File: config.mk
export PLATFORM = sky130hd
export DESIGN_NAME = pwm_deadtime
export DESIGN_NICKNAME = d
export VERILOG_FILES = /design/src/rtl/pwm_deadtime.sv
export SDC_FILE = /design/constraint.sdc
export NUM_CORES = 1
export LEC_CHECK = 0
export ABC_AREA = 1
export CAP_MARGIN = 20
export CORE_ASPECT_RATIO = 1.75
export CORE_UTILIZATION = 50
export DETAILED_ROUTE_END_ITERATION = 8
export GPL_TIMING_DRIVEN = 0
export PLACE_DENSITY = 0.84
export REMOVE_ABC_BUFFERS = 1
export SLEW_MARGIN = 20
export SYNTH_ARGS = -nofsm -noshare
export SYNTH_HDL_FRONTEND = slang
export SYNTH_SLANG_ARGS = --single-unit
File: constraint.sdc
create_clock -name clk_core_i -period 4 [get_ports clk_core_i]
set_input_delay 0.6 -clock clk_core_i [delete_from_list [all_inputs] [get_ports clk_core_i]]
set_output_delay 0.6 -clock clk_core_i [all_outputs]
set_load 0.02 [all_outputs]
File: src/rtl/pwm_deadtime.sv
// Complementary high/low-side drive generator with per-channel dead time and a
// global latched fault that forces every channel inactive until cleared.
module pwm_deadtime #(
    parameter int NOutputs = 6,
    parameter int DtCntDw  = 8
) (
    input  logic                        clk_core_i,
    input  logic                        rst_core_i,
    input  logic [NOutputs-1:0]         pwm_i,
    input  logic [NOutputs-1:0]         dt_en_i,
    input  logic [NOutputs*DtCntDw-1:0] dt_rise_i,
    input  logic [NOutputs*DtCntDw-1:0] dt_fall_i,
    input  logic                        fault_i,
    input  logic                        fault_clr_i,
    output logic [NOutputs-1:0]         pwm_hi_o,
    output logic [NOutputs-1:0]         pwm_lo_o,
    output logic                        fault_o
);

    typedef enum logic [1:0] {
        S_LO   = 2'd0,
        S_DT_R = 2'd1,
        S_HI   = 2'd2,
        S_DT_F = 2'd3
    } state_e;

    localparam logic [DtCntDw-1:0] CntOne = {{(DtCntDw-1){1'b0}}, 1'b1};

    logic fault_reg;

    // Set has priority over clear so a persisting fault cannot be cleared away.
    always_ff @(posedge clk_core_i) begin
        if (rst_core_i) begin
            fault_reg <= 1'b0;
        end else if (fault_i) begin
            fault_reg <= 1'b1;
        end else if (fault_clr_i) begin
            fault_reg <= 1'b0;
        end
    end

    assign fault_o = fault_reg;

    generate
        for (genvar gi = 0; gi < NOutputs; gi++) begin : g_ch
            state_e             state_reg, state_next;
            logic [DtCntDw-1:0] cnt_reg, cnt_next;
            logic [DtCntDw-1:0] dt_rise, dt_fall;

            assign dt_rise = dt_rise_i[gi*DtCntDw +: DtCntDw];
            assign dt_fall = dt_fall_i[gi*DtCntDw +: DtCntDw];

            always_ff @(posedge clk_core_i) begin
                if (rst_core_i) begin
                    state_reg <= S_DT_F;
                    cnt_reg   <= '0;
                end else begin
                    state_reg <= state_next;
                    cnt_reg   <= cnt_next;
                end
            end

            always_comb begin
                state_next = state_reg;
                cnt_next   = cnt_reg;
                if (fault_reg) begin
                    // Park in falling dead time so release always waits dt_fall.
                    state_next = S_DT_F;
                    cnt_next   = dt_fall;
                end else if (!dt_en_i[gi]) begin
                    state_next = pwm_i[gi] ? S_HI : S_LO;
                end else begin
                    case (state_reg)
                        S_LO: begin
                            if (pwm_i[gi]) begin
                                if (dt_rise == '0) begin
                                    state_next = S_HI;
                                end else begin
                                    state_next = S_DT_R;
                                    cnt_next   = dt_rise;
                                end
                            end
                        end
                        S_DT_R: begin
                            if (!pwm_i[gi]) begin
                                state_next = S_LO;
                            end else if (cnt_reg <= CntOne) begin
                                state_next = S_HI;
                            end else begin
                                cnt_next = cnt_reg - CntOne;
                            end
                        end
                        S_HI: begin
                            if (!pwm_i[gi]) begin
                                if (dt_fall == '0) begin
                                    state_next = S_LO;
                                end else begin
                                    state_next = S_DT_F;
                                    cnt_next   = dt_fall;
                                end
                            end
                        end
                        S_DT_F: begin
                            if (pwm_i[gi]) begin
                                state_next = S_HI;
                            end else if (cnt_reg <= CntOne) begin
                                state_next = S_LO;
                            end else begin
                                cnt_next = cnt_reg - CntOne;
                            end
                        end
                        default: begin
                            state_next = S_DT_F;
                            cnt_next   = dt_fall;
                        end
                    endcase
                end
            end

            assign pwm_hi_o[gi] = (state_reg == S_HI) && !fault_reg;
            assign pwm_lo_o[gi] = (state_reg == S_LO) && !fault_reg;
        end
    endgenerate

endmodule

# After elaboration in Yosys (flattened, before gate mapping)
# Index checks and enable logic that the tools add are counted.
# totals
memories	0
reg_bits	61
mem_bits_ro	0
word_cells	282
latch_bits	0
input_bits	112
out_inout_bits	13
ram_bits	0
# op_classes
n_bitwise	0
magnitude_cmp	6
mul	0
addsub	6
n_reduce_logical	51
n_eq_ne	78
shift	0
n_div	0
mux	128
# op_table
operator	n
8-bit 2-to-1 mux	54
8-bit case mux with 4 select lines	6
3-bit inequality test, second input constant	48
2-bit 2-to-1 mux	60
8-bit logical NOT	12
8-bit by 1-bit less-or-equal comparator with 1-bit output, second input constant	6
4-bit inequality test, second input constant	12
2-bit case mux with 4 select lines	6
8-bit by 1-bit subtractor with 8-bit output, second input constant	6
7-bit AND reduction	6
2-bit == test, second input constant	12
4-bit AND reduction	6
2-bit nonzero test	7
2-bit by 1-bit == test with 1-bit output, second input constant	6
1-bit logical AND	12
2-bit logical NOT	6
1-bit 2-to-1 mux	2
2-bit OR reduction	1
1-bit logical NOT	1

# Depth between registers and ports, before layout
# Gate-level depths: netlist (run 1).
# depth
word_depth	6
ltp_mapped	12
ltp_nobuf	12

# Worst setup path before layout (run 1)
# Ideal clock, no wire load.
# synth_timing
kind	reg2out
start	register fault_reg (netlist: fault_o)
end	output pwm_hi_o[0]
stages_incl_launch_ff	5
setup_slack_ns	2.136
arrival_time_ns	1.264
cell_sequence	dfxtp_1 > buf_2 > buf_2 > buf_1 > nor2_1
# synth_between
elab_chain_cells	2
# synth_rtl
element	line_no	source
from (decl)	29	logic fault_reg;
from (signal assigned)	34	fault_reg <= 1'b0;
from (signal assigned)	36	fault_reg <= 1'b1;
from (signal assigned)	38	fault_reg <= 1'b0;
1-bit logical NOT	120	assign pwm_hi_o[gi] = (state_reg == S_HI) && !fault_reg;
1-bit logical AND	120	
to (decl)	15	output logic [NOutputs-1:0] pwm_hi_o,
# Every way passes these cells.

# Worst setup path in the final report (run 1)
# layout_timing
start	register fault_reg (netlist: fault_o)
end	output pwm_lo_o[5]
# layout_between
elab_chain_cells	2
# layout_rtl
element	line_no	source
1-bit logical NOT	121	assign pwm_lo_o[gi] = (state_reg == S_LO) && !fault_reg;
1-bit logical AND	121	
to (decl)	16	output logic [NOutputs-1:0] pwm_lo_o,
# Every way passes these cells.

==> flow_summary.yaml, run 1 <==
worst_setup_path:
  worst-setup-path-type: "register to primary output"
  crit_chain: "buf_16 -> inv_2 -> buf_12 -> nand2_1 -> clkinv_1 -> clkdlybuf4s50_1"
  crit_path_max_incr_delay_ns: 0.64
  end_kind: "primary output"
  endpoint: "pwm_lo_o[5]"
  crit_fanout: 42
  worstReg2RegEnd: "g_ch[5].cnt_reg[3]$_SDFFE_PP0P_"
  reg2reg_from: "fault_o$_SDFFE_PP0P_"
  cp-start-kind: "register"
  reg2reg_slack_ns: 1.75
  r2r_cells: 10
  crit_start: "fault_o$_SDFFE_PP0P_"
  arrival_ns: 2.50
  cp.required_ns: 3.40
  slowest_stage: "dfxtp_2"
pwr:
  max-vdd-ir-drop_uv: 264
  switching_share_pct: 38.0
  pwr_density_cell_nw_per_um2: 384
  p_comb_share_pct: 41.6
  power.leakage_nw: 3.12
  switchingPower_mw: 0.988
  p_clk_share_pct: 27.2
  finalPower_mw: 2.60
  pwr-share-seq_pct: 31.2
  p_int_mw: 1.61
global_route:
  grt_usage_pct: 28.6
  grt_overflow: 0
  antenna_found_initial: 0
  grt_max_degree: 43
  grt_pass1_wl_um: 24600
  grt_pass1_vias: 5838
die:
  fp.dieW_um: 79.0
  die_area_um2: 10800
  start_util_pct: 52.0
  rows: 48
  die_y_um: 137
  design.core.area_um2: 9970
  pin_count: 125
clocking:
  path_clk_slew_ns: 0.05
  ctsHoldBuffers: 0
  ctsResizeCount: 0
  cts_tree: "yes"
  cts.sinks: 61
  h-tree-depth: 3
  cts_root_buffer: "clkbuf_16"
  cts_setup_buffers: 0
  cts_made_buffers: 9
  worstSkewPairLatency_ns: 0.33
  cts.path.max_buffers: 2
routing:
  dr_total_vias: 6161
  route.detailed.drc: 0
  post_drt_wl_per_cell_um: 13.0
  via_per_inst: 5.35
  drtAntennaViolNets: 0
  drt-total-wl_um: 14900
  drtIter0Drc: 281
  drtPass1Iterations: 7
logic_synthesis:
  avgSynthCellArea_um2: 5.71
  synth.top_cell.area_share_pct: 23.6
  post_synth_num_cell_types: 43
  synth_edf_count: 0
  synthFlopType: "dfxtp_1"
  ys_seq_area_share_pct: 23.6
  syn_area_um2: 5180
  ys_ff_latch: 61
  synth_top_area_cell: "dfxtp_1"
  yosysWarnings: 0
  ys_top_cells_by_area: "dfxtp_1 (24%), nand2_1 (16%), nor2_1 (15%)"
  async_reset_ff_share_pct: 0
  synth_cells: 908
job:
  cap_violations: 0
sta:
  rsz0062_at_grt: "false"
  slew_viol_final: 0
  relSlewSlack_pct: 34.9
  fin_setup_tns_ns: 0
  clock_skew_ns: 0.00666
  finalHoldViolations: 0
  worst_slew_pin_slew_ns: 0.973
  fin_crit_sh_pct: 77.5
  setup_viol: 0
  fmaxAchievable_mhz: 323
  fin_crit_ns: 3.10
placed_design:
  place_congestion: 0.884
  dp_hpwl_um: 11700
  port_buffers: 124
final_layout:
  nNetsFinal: 1145
  multi_input_area_um2: 3410
  largest_register_ffs: 48
  regArea_um2: 1220
  area_growth_pct: 30.4
  utilization_pct: 67.8
  antenna_cells: 0
  drive_gt1_share_pct: 4.58
  n_fill_cell: 987
hold_path:
  hold_class: "register to register"
run_status:
  outcome: "finished clean"
[worst min path at each step]
stage | startpoint | to | slack (ns) | depth (start not counted)
finish | g_ch[3].cnt_reg[1]$_SDFFE_PP0P_ | g_ch[3].cnt_reg[1]$_SDFFE_PP0P_ | 0.48 | 2
global route | g_ch[3].cnt_reg[1]$_SDFFE_PP0P_ | g_ch[3].cnt_reg[1]$_SDFFE_PP0P_ | 0.51 | 2
global placement | g_ch[3].cnt_reg[1]$_SDFFE_PP0P_ | g_ch[3].cnt_reg[1]$_SDFFE_PP0P_ | 0.47 | 2
floorplan | g_ch[3].cnt_reg[1]$_SDFFE_PP0P_ | g_ch[3].cnt_reg[1]$_SDFFE_PP0P_ | 0.46 | 2
CTS | g_ch[3].cnt_reg[1]$_SDFFE_PP0P_ | g_ch[3].cnt_reg[1]$_SDFFE_PP0P_ | 0.48 | 2
detailed placement | g_ch[3].cnt_reg[1]$_SDFFE_PP0P_ | g_ch[3].cnt_reg[1]$_SDFFE_PP0P_ | 0.47 | 2
[area by class of cell]
cell class                      instances  area share (%)
Timing Repair Buffer                  126            19.1
Multi-Input combinational cell        715            50.5
Clock inverter                          1          0.0740
Clock buffer                           15            3.96
Sequential cell                        61            18.1
Inverter                              108            6.00
Tap cell                              125            2.31
[cells in the mapped netlist, types with 7 or more instances]
cell type,instances
ha_1,12
nand2_1,221
xor2_1,10
nand4_1,7
nor3_1,8
inv_1,103
buf_2,9
o211ai_1,14
o21ai_0,50
a21oi_1,31
nand3_1,91
nor2_1,207
dfxtp_1,61
[per-stage QoR]
stage | setup WS (ns) | hold slack (ns) | instances | cell area [um2]
detailed placement | 1.25 | 0.474 | 1135 | 6490
global placement | -0.716 | 0.468 | 1133 | 6440
finish | 0.901 | 0.485 | 1151 | 6760
CTS | 0.903 | 0.483 | 1151 | 6760
floorplan | 0.763 | 0.455 | 884 | 5040
global route | 0.795 | 0.513 | 1151 | 6760
[cell usage in the layout (no fill, tap or decap), types with 8 or more instances in the layout]
cell / netlist / final
nand2_1: 221 / 221
nor2_1: 207 / 207
clkdlybuf4s50_1: 0 / 124
nor3_1: 8 / 8
a21oi_1: 31 / 31
ha_1: 12 / 12
xor2_1: 10 / 10
o211ai_1: 14 / 14
dfxtp_1: 61 / 60
nand3_1: 91 / 91
o21ai_0: 50 / 50
inv_1: 103 / 101
clkbuf_16: 0 / 9
[per-layer routing]
layer | global-route usage (%) | wire length [um] | up-vias
met4 | 17.1 | 576 | 0
met2 | 56.8 | 8330 | 181
met1 | 26.5 | 5420 | 2788
met5 | 0 | 0 | -
met3 | 4.13 | 582 | 51
li1 | - | - | 3141
[critical path: cells and delay by family, from the launching register on]
family | cells | cell delay [ns]
flip-flops | 1 | 0.64
AND/OR/NAND/NOR | 1 | 0.09
buffers and inverters | 5 | 1.42
[kinds of logic after synthesis]
| family | Yosys count | synth area share, % |
|---|---|---|
| AND/OR/NAND/NOR | 563 | 46.0 |
| buffers and inverters | 132 | 10.6 |
| XOR/XNOR | 16 | 2.70 |
| AO/OA/AOI/OAI | 124 | 14.2 |
| adder cells (fa/ha/maj) | 12 | 2.90 |
| flip-flops | 61 | 23.6 |
[power by group through the flow]
stage	Combinational (mW)	Clock (mW)	Sequential (mW)
floorplan	0.750	0	0.795
global placement	1.04	0	0.821
detailed placement	1.07	0	0.820
CTS	1.08	0.719	0.809
global route	1.23	0.743	0.825
finish	1.08	0.708	0.811
Note: power is estimated with default switching activity, not from simulation.
==> inputs of run 2 (changes only) <==
- clock period: 4 -> 3 ns (I/O delays scaled with it)
==> flow_summary.yaml, run 2 (synthesis results as in run 1) <==
global_route:
  grt_overflow: 0
  grt_max_degree: 43
  grt_pass1_vias: 5838
  antenna_found_initial: 0
  grt_pass1_wl_um: 24600
  grt_usage_pct: 28.6
worst_setup_path:
  crit_family: "buffers and inverters"
  crit_start: "fault_o$_SDFFE_PP0P_"
  crit_path_max_incr_delay_ns: 0.64
  end_kind: "primary output"
  cp.required_ns: 2.55
  reg2reg_from: "fault_o$_SDFFE_PP0P_"
  reg2reg_slack_ns: 0.87
  worst-setup-path-type: "register to primary output"
  endpoint: "pwm_lo_o[5]"
  arrival_ns: 2.40
  crit_chain: "buf_16 -> inv_2 -> buf_12 -> nand2_1 -> clkinv_1 -> clkdlybuf4s50_1"
  path_depth: 6
  slowest_stage: "clkdlybuf4s50_1"
  cp-start-kind: "register"
  worstReg2RegEnd: "g_ch[5].cnt_reg[3]$_SDFFE_PP0P_"
  r2r_cells: 9
  cp.buffers_inverters: 5
  crit_fanout: 42
clocking:
  h-tree-depth: 3
  cts_setup_buffers: 0
  cts.sinks: 61
  cts_tree: "yes"
  cts_root_buffer: "clkbuf_16"
  cts_made_buffers: 9
  cts.path.max_buffers: 2
  worstSkewPairLatency_ns: 0.33
  path_clk_slew_ns: 0.05
routing:
  dr_total_vias: 6162
  drtAntennaViolNets: 0
  drtIter0Drc: 281
  post_drt_wl_per_cell_um: 12.9
  via_per_inst: 5.35
  drt-total-wl_um: 14900
  drtPass1Iterations: 7
  route.detailed.drc: 0
sta:
  relSlewSlack_pct: 34.8
  slew_viol_final: 0
  fmaxAchievable_mhz: 351
  fin_crit_ns: 2.85
  fin_crit_sh_pct: 95.0
  worst_slew_pin_slew_ns: 0.974
  setup_viol: 0
  clock_skew_ns: 0.00670
  rsz0062_at_grt: "false"
  finalHoldViolations: 0
die:
  design.core.area_um2: 9970
  rows: 48
  pin_count: 125
  die_y_um: 137
  start_util_pct: 52.0
  die_area_um2: 10800
  fp.dieW_um: 79.0
placed_design:
  dp_hpwl_um: 11700
  place_congestion: 0.884
  port_buffers: 124
pwr:
  power.leakage_nw: 3.12
  finalPower_mw: 3.47
  max-vdd-ir-drop_uv: 352
  pwr_density_cell_nw_per_um2: 512
hold_path:
  min_from: "g_ch[3].cnt_reg[1]$_SDFFE_PP0P_"
  hold_class: "register to register"
job:
  cap_violations: 0
final_layout:
  nNetsFinal: 1145
  largest_register_ffs: 48
  utilization_pct: 67.8
  final_cell_mix: "nand2_1 (221), nor2_1 (207), clkdlybuf4s50_1 (124)"
  drive_gt1_share_pct: 4.58
  final_common_cell: "nand2_1"
  antenna_cells: 0
  area_growth_pct: 30.5
run_status:
  outcome: "finished clean"
[run 2: changes by cell type in the layout (fill, tap and decap cells not counted)]
cell	previous run	this run
dfxtp_2	1	0
dfxtp_4	0	1
[run 2: final cells by class]
cell class              count  area (um2)
multi-input cells         715        3410
fillers                   988        3210
repair buffers            126        1290
flip-flops and latches     61        1220
inverters                 108         405
clock buffers              15         268
well taps                 125         156
clock inverters             1        5.00
[run 2: tightest hold or removal path, cell delays in order, from the launching register on]
cell and delay, ns:
dfxtp_1 0.32, nor2_1 0.05, nor2_1 0.08
[run 2: timing repair]
item                                    in CTS  in global routing
endpoints found under the setup margin       0                  1
hold buffers                                 0                  0
gates resized for setup                      0                  1
endpoints found under the hold margin        0                  0
[run 2: metrics by stage]
stage               std cells  setup slack (ns)  setup TNS, ns  hold WS [ns]  area, um2
finish                   1151             0.151              0         0.485       6760
global route             1151            0.0579              0         0.513       6760
CTS                      1151            0.0531              0         0.483       6760
detailed placement       1135             0.404              0         0.474       6490
global placement         1133             -1.57         -52.30         0.468       6440
floorplan                 884            -0.237         -0.663         0.455       5040
[run 2: how the worst min path moves through the flow]
stage                                            to  slack (ns)  cells past startpoint
floorplan           g_ch[3].cnt_reg[1]$_SDFFE_PP0P_        0.46                      2
finish              g_ch[3].cnt_reg[1]$_SDFFE_PP0P_        0.48                      2
global placement    g_ch[3].cnt_reg[1]$_SDFFE_PP0P_        0.47                      2
CTS                 g_ch[3].cnt_reg[1]$_SDFFE_PP0P_        0.48                      2
detailed placement  g_ch[3].cnt_reg[1]$_SDFFE_PP0P_        0.47                      2
global route        g_ch[3].cnt_reg[1]$_SDFFE_PP0P_        0.51                      2
[run 2: report_power, final]
part | switching [mW] | internal (mW)
sequential | 0.142 | 0.939
clock | 0.341 | 0.603
combinational | 0.835 | 0.606
total | 1.32 | 2.15
[run 2: routing by layer]
layer	wire length, um	share of wire, %	global-route usage, %
met5	0	0	0
met3	580	3.9	4.13
met2	8330	56	56.8
met1	5410	36	26.5
met4	576	3.9	17.1
==> inputs of run 3 (changes only) <==
--- a/config.mk
+++ b/config.mk
@@ -11,2 +11,3 @@
 export CORE_UTILIZATION = 50
+export CTS_CLUSTER_SIZE = 25
 export DETAILED_ROUTE_END_ITERATION = 8
--- a/constraint.sdc
+++ b/constraint.sdc
@@ -3,2 +3,2 @@
 set_output_delay 0.45 -clock clk_core_i [all_outputs]
-set_load 0.02 [all_outputs]
+set_load 0.005 [all_outputs]
==> results of run 3 <==
Same layout as run 1 (identical final DEF). Status: finished clean.
Main changes from that run: setup slack after placement 1.25 ns -> 0.494 ns; setup slack after layout 0.901 ns -> 0.140 ns; register-to-register setup slack 1.75 ns -> 0.75 ns; total power 2.60 mW -> 3.45 mW; worst IR drop on VDD 264 uV -> 351 uV
